File: src/rtl/defines_package.sv
// Shared geometry types for the clip-and-split path, plus the stack reader's state encoding.
package defines_package;

    typedef struct packed {
        logic [15:0] x;
        logic [15:0] y;
        logic [15:0] z;
    } Vertex3D;

    typedef struct packed {
        Vertex3D v0;
        Vertex3D v1;
        Vertex3D v2;
    } Triangle3D;

    typedef enum logic [1:0] {
        CSR_IDLE  = 2'd0,
        CSR_RUN   = 2'd1,
        CSR_DRAIN = 2'd2
    } csr_state_t;

endpackage

File: src/rtl/cs_out_fifo.sv
// Small Triangle3D FIFO with an occupancy count; the head reads as zero while empty.
module cs_out_fifo
    import defines_package::*;
#(
    parameter int DEPTH = 2
) (
    input  logic                     clk,
    input  logic                     n_rst,
    input  logic                     wr_en,
    input  Triangle3D                wr_data,
    input  logic                     rd_en,
    output Triangle3D                rd_data,
    output logic [$clog2(DEPTH):0]   occ
);

    localparam int AW = $clog2(DEPTH);

    Triangle3D        mem [DEPTH];
    logic [AW-1:0]    wr_ptr;
    logic [AW-1:0]    rd_ptr;

    always_ff @(posedge clk or negedge n_rst) begin
        if (!n_rst) begin
            wr_ptr <= '0;
            rd_ptr <= '0;
            occ    <= '0;
        end else begin
            if (wr_en) wr_ptr <= wr_ptr + AW'(1);
            if (rd_en) rd_ptr <= rd_ptr + AW'(1);
            occ <= occ + {{AW{1'b0}}, wr_en} - {{AW{1'b0}}, rd_en};
        end
    end

    // Storage needs no reset: the head is masked until something is written.
    always_ff @(posedge clk) begin
        if (wr_en) mem[wr_ptr] <= wr_data;
    end

    assign rd_data = (occ != '0) ? mem[rd_ptr] : '0;

endmodule

File: src/rtl/cs_stack_reader.sv
// Pops triangles from the clip-and-split stack into a credit-limited output FIFO
// and hands them to rasterizer setup, with an enable-driven drain/done sequence.
module cs_stack_reader
    import defines_package::*;
#(
    parameter int BUF_DEPTH = 2,
    parameter int CNT_W     = 16
) (
    input  logic             clk,
    input  logic             n_rst,
    input  logic             en,
    input  Triangle3D        stk_tri_out,
    input  logic             stk_empty,
    input  logic             stk_full,
    input  logic             stk_push,
    output logic             stk_pop,
    output Triangle3D        out_tri,
    output logic             out_valid,
    input  logic             out_ready,
    output logic             done,
    output logic             idle,
    output logic [CNT_W-1:0] tri_count
);

    localparam int OW = $clog2(BUF_DEPTH) + 1;

    csr_state_t      state;
    logic            in_flight;
    logic            accepted;
    logic            deq;
    logic            drain_done;
    logic [OW-1:0]   occ;
    logic [OW:0]     committed;
    logic [OW:0]     limit;

    assign out_valid = (occ != '0);
    assign deq       = out_valid && out_ready;

    // occ + in_flight - deq < BUF_DEPTH, rearranged so nothing can underflow.
    assign committed = {1'b0, occ} + (OW+1)'(in_flight);
    assign limit     = (OW+1)'(BUF_DEPTH) + (OW+1)'(deq);

    assign stk_pop  = (state == CSR_RUN) && en && !stk_empty && (committed < limit);
    // The stack favours a push taken in the same cycle and silently drops the pop.
    assign accepted = stk_pop && !(stk_push && !stk_full);

    // Drained once nothing is in flight and the FIFO empties by the end of this cycle.
    assign drain_done = !in_flight && (occ == OW'(deq));
    assign done       = (state == CSR_DRAIN) && drain_done;
    assign idle       = (state == CSR_IDLE) && (occ == '0) && !in_flight;

    always_ff @(posedge clk or negedge n_rst) begin
        if (!n_rst) begin
            state     <= CSR_IDLE;
            in_flight <= 1'b0;
            tri_count <= '0;
        end else begin
            in_flight <= accepted;
            if (deq) tri_count <= tri_count + CNT_W'(1);
            case (state)
                CSR_IDLE: if (en) begin
                    state     <= CSR_RUN;
                    tri_count <= '0;
                end
                CSR_RUN:   if (!en) state <= CSR_DRAIN;
                CSR_DRAIN: if (drain_done) state <= CSR_IDLE;
                default:   state <= CSR_IDLE;
            endcase
        end
    end

    cs_out_fifo #(.DEPTH(BUF_DEPTH)) u_fifo (
        .clk     (clk),
        .n_rst   (n_rst),
        .wr_en   (in_flight),
        .wr_data (stk_tri_out),
        .rd_en   (deq),
        .rd_data (out_tri),
        .occ     (occ)
    );

endmodule

File: config.mk
export PLATFORM = sky130hd
export DESIGN_NAME = cs_stack_reader
export DESIGN_NICKNAME = d
export VERILOG_FILES = /design/src/rtl/defines_package.sv /design/src/rtl/cs_out_fifo.sv /design/src/rtl/cs_stack_reader.sv
export SDC_FILE = /design/constraint.sdc
export NUM_CORES = 1
export LEC_CHECK = 0
export BUFFER_PORTS_ARGS = -buffer_cell sky130_fd_sc_hd__buf_4
export CAP_MARGIN = 20
export CORE_MARGIN = 5
export CORE_UTILIZATION = 45
export DETAILED_ROUTE_END_ITERATION = 10
export PLACE_DENSITY = 0.73
export SLEW_MARGIN = 40
export SYNTH_ARGS = -nofsm -noshare
export SYNTH_HDL_FRONTEND = slang
export SYNTH_SLANG_ARGS = --single-unit
File: constraint.sdc
create_clock -name clk -period 7 [get_ports clk]
set_input_delay 0.35 -clock clk [delete_from_list [all_inputs] [get_ports clk]]
set_output_delay 0.35 -clock clk [all_outputs]
set_load 0.1 [all_outputs]
==> impl_metrics.json <==
{
  "yosysTopAreaCellShare_pct": 72.2,
  "ys.flop_type": "edfxtp_1",
  "grt_usage_pct": 17.0,
  "cts_hold_buffers": 1,
  "syn_area_per_cell_um2": 16.5,
  "status": "completed",
  "ys_seq_area_share_pct": 77.1,
  "crit_required_ns": 6.65,
  "crit_path_end_kind": "primary output",
  "io_buffer_count": 314,
  "reg2reg_from": "u_fifo.occ[1]$_DFF_PN0_",
  "cp_max_fo": 62,
  "gp_congestion": 0.757,
  "finalSetupTns_ns": 0,
  "cts-resized-gates": 0,
  "synth_warnings": 0,
  "synth_edf_count": 288,
  "overflow": 0,
  "cts_tree": "yes",
  "hp-start": "stk_tri_out[17]",
  "hold_violations": 0,
  "h-tree-depth": 2,
  "cap_violations": 0,
  "first_pass_iters": 5,
  "worstMarginPinSlew_ns": 0.811,
  "fmax_mhz": 282,
  "path_class": "flip-flop to primary output",
  "synth_top_area_cell": "edfxtp_1",
  "nets": 1207,
  "clk_path_buf_depth": 3,
  "initial_core_util_pct": 45.8,
  "worstHoldPathCells": 1,
  "drc": 0,
  "fin_crit_ns": 3.54,
  "cts_root_buffer": "clkbuf_16",
  "drive_gt1_share_pct": 35.1,
  "dieHeight_um": 173,
  "antenna_cells": 0,
  "ff2ff_path_depth": 7,
  "synth_area_leaders": "edfxtp_1, mux2i_1, nor2_1",
  "numCtsBuffers": 34,
  "rr_endpoint": "u_fifo.occ[1]$_DFF_PN0_",
  "synth_cell_types": 38,
  "hold_class": "primary input to flip-flop",
  "cts_num_sinks": 311,
  "async_flop_share_pct": 7.40,
  "core_area_um2": 26100,
  "relSlewSlack_pct": 46.0,
  "hpwl_um": 17600,
  "timing.final.crit_share_pct": 50.6,
  "drtIter0Drc": 454,
  "grt_pass1_vias": 7431,
  "ant_nets": 0,
  "slew_violations": 0,
  "synth_cells": 726,
  "ys_seq_elements": 311,
  "fp-row-count": 59,
  "rsz0062_at_grt": "false",
  "insertion_delay_ns": 0.50,
  "syn_nets": 882,
  "dieArea_um2": 30000,
  "cp-start-kind": "flip-flop",
  "die_x_um": 173,
  "cts_setup_buffers": 0,
  "area_delta_synth_final_pct": 31.7,
  "rrSetupSlack_ns": 4.96,
  "grt_pass1_wl_um": 40900,
  "fin_skew_ns": 0.0214,
  "io_pins": 315,
  "syn_area_um2": 12000,
  "wirelength_um": 26500,
  "grt_max_degree": 80,
  "antenna_found_initial": 0,
  "route.vias.total": 7013,
  "wl_per_cell_um": 18.8,
  "min_to": "u_fifo.mem[1][17]$_DFFE_PP_",
  "clk_pin_slew_ns": 0.06,
  "finalSetupViolCount": 0,
  "crit_arrival_ns": 3.19,
  "vias_per_cell": 4.98
}
-- state kept, by name (all words and copies together), names as in the netlist --
name           flops
u_fifo.mem       288
tri_count         16
state              2
u_fifo.occ         2
in_flight          1
u_fifo.rd_ptr      1
u_fifo.wr_ptr      1
-- stage by stage --
step | cell area [um^2] | hold slack (ns) | setup WS, ns | util (%) | instances
after floorplan | 12000 | 0.0544 | 2.22 | - | 726
after global placement | 14700 | 0.266 | 3.86 | 56.1 | 1346
after detailed placement | 14700 | 0.269 | 3.85 | 56.4 | 1349
after CTS | 15800 | 0.0111 | 3.33 | 60.3 | 1409
after global routing | 15800 | 0.0115 | 3.18 | 60.3 | 1409
final | 15800 | 0.0354 | 3.46 | 60.3 | 1409
-- worst max path at each step --
stage | start | end | depth (start not counted)
final | u_fifo.occ[1]$_DFF_PN0_ | out_tri[2] | 5
after global routing | u_fifo.occ[1]$_DFF_PN0_ | out_tri[65] | 5
after CTS | u_fifo.occ[1]$_DFF_PN0_ | out_tri[2] | 5
after detailed placement | u_fifo.occ[1]$_DFF_PN0_ | out_tri[2] | 5
after global placement | u_fifo.occ[1]$_DFF_PN0_ | out_tri[2] | 5
after floorplan | u_fifo.occ[1]$_DFF_PN0_ | idle | 5
-- metal layers --
| layer | track usage (%) | wire length (um) | vias up |
|---|---|---|---|
| met1 | 20.1 | 10300 | 3416 |
| met5 | 0 | 0 | - |
| met3 | 5.13 | 1830 | 43 |
| li1 | - | - | 3330 |
| met2 | 29.7 | 13500 | 224 |
| met4 | 5.92 | 823 | 0 |
-- worst max-delay path: stages (launching register included) --
cell	delay [ns]
dfrtp_1	0.47
nor2_4	0.53
buf_4	0.66
buf_4	0.61
nor2_1	0.16
buf_4	0.27
-- cells in the mapped netlist (2+ instances only) --
cell / count
a21oi_1: 5
a31oi_1: 2
and2_1: 3
buf_1: 4
buf_2: 17
buf_4: 2
clkbuf_1: 12
dfrtp_1: 23
edfxtp_1: 288
ha_1: 5
inv_1: 6
mux2i_1: 144
nand2_1: 8
nand3_1: 5
nand4_1: 2
nor2_1: 157
nor2b_1: 3
nor3_1: 2
nor4_1: 2
o21ai_0: 3
o31ai_1: 3
or4_1: 3
xnor2_1: 5
xor2_1: 8
-- cell type report --
type | count | area [um^2]
inverters | 6 | 22.5
fillers | 2004 | 10400
repair buffers | 324 | 2500
clock inverters | 19 | 115
clock buffers | 40 | 895
multi-input cells | 374 | 2580
flip-flops and latches | 311 | 9230
well taps | 335 | 419
-- logic make-up (layout without fill, tap and decap cells) --
kind of cell / after synthesis / count (layout) / share of synthesized area [%]
XOR/XNOR: 13 / 13 / 0.951
flip-flops: 311 / 311 / 77.1
multiplexers: 144 / 144 / 12.0
adder cells (fa/ha/maj): 5 / 5 / 0.523
AND/OR/NAND/NOR: 194 / 194 / 6.90
buffers and inverters: 41 / 389 / 1.53
AO/OA/AOI/OAI: 18 / 18 / 1.00
-- cells in the final DEF (no fill, tap or decap), drive strengths merged --
cell type    Yosys  routed
dlygate4sd3      0       1
inv              6       7
edfxtp         288     288
o21ai            3       3
a21boi           1       1
bufinv           0       1
clkbuf          12      40
and2             3       3
a31oi            2       2
xnor2            5       5
nand2            8       8
nand4            3       3
and3             2       2
or3b             1       1
or4              3       3
nor3             2       2
nor2b            3       3
o21a             1       1
ha               5       5
xor2             8       8
a21oi            5       5
nor2           157     157
o31ai            3       3
or3              1       1
nand3            5       5
dfrtp           23      23
mux2i          144     144
and4             3       3
buf             23     323
nand2b           1       1
clkinv           0      17
o2111a           1       1
nor4             2       2
a41o             1       1
o2bb2ai          1       1
Power is not shown: default switching activity piles up to over one toggle a cycle in this logic, so the estimate is an artifact.
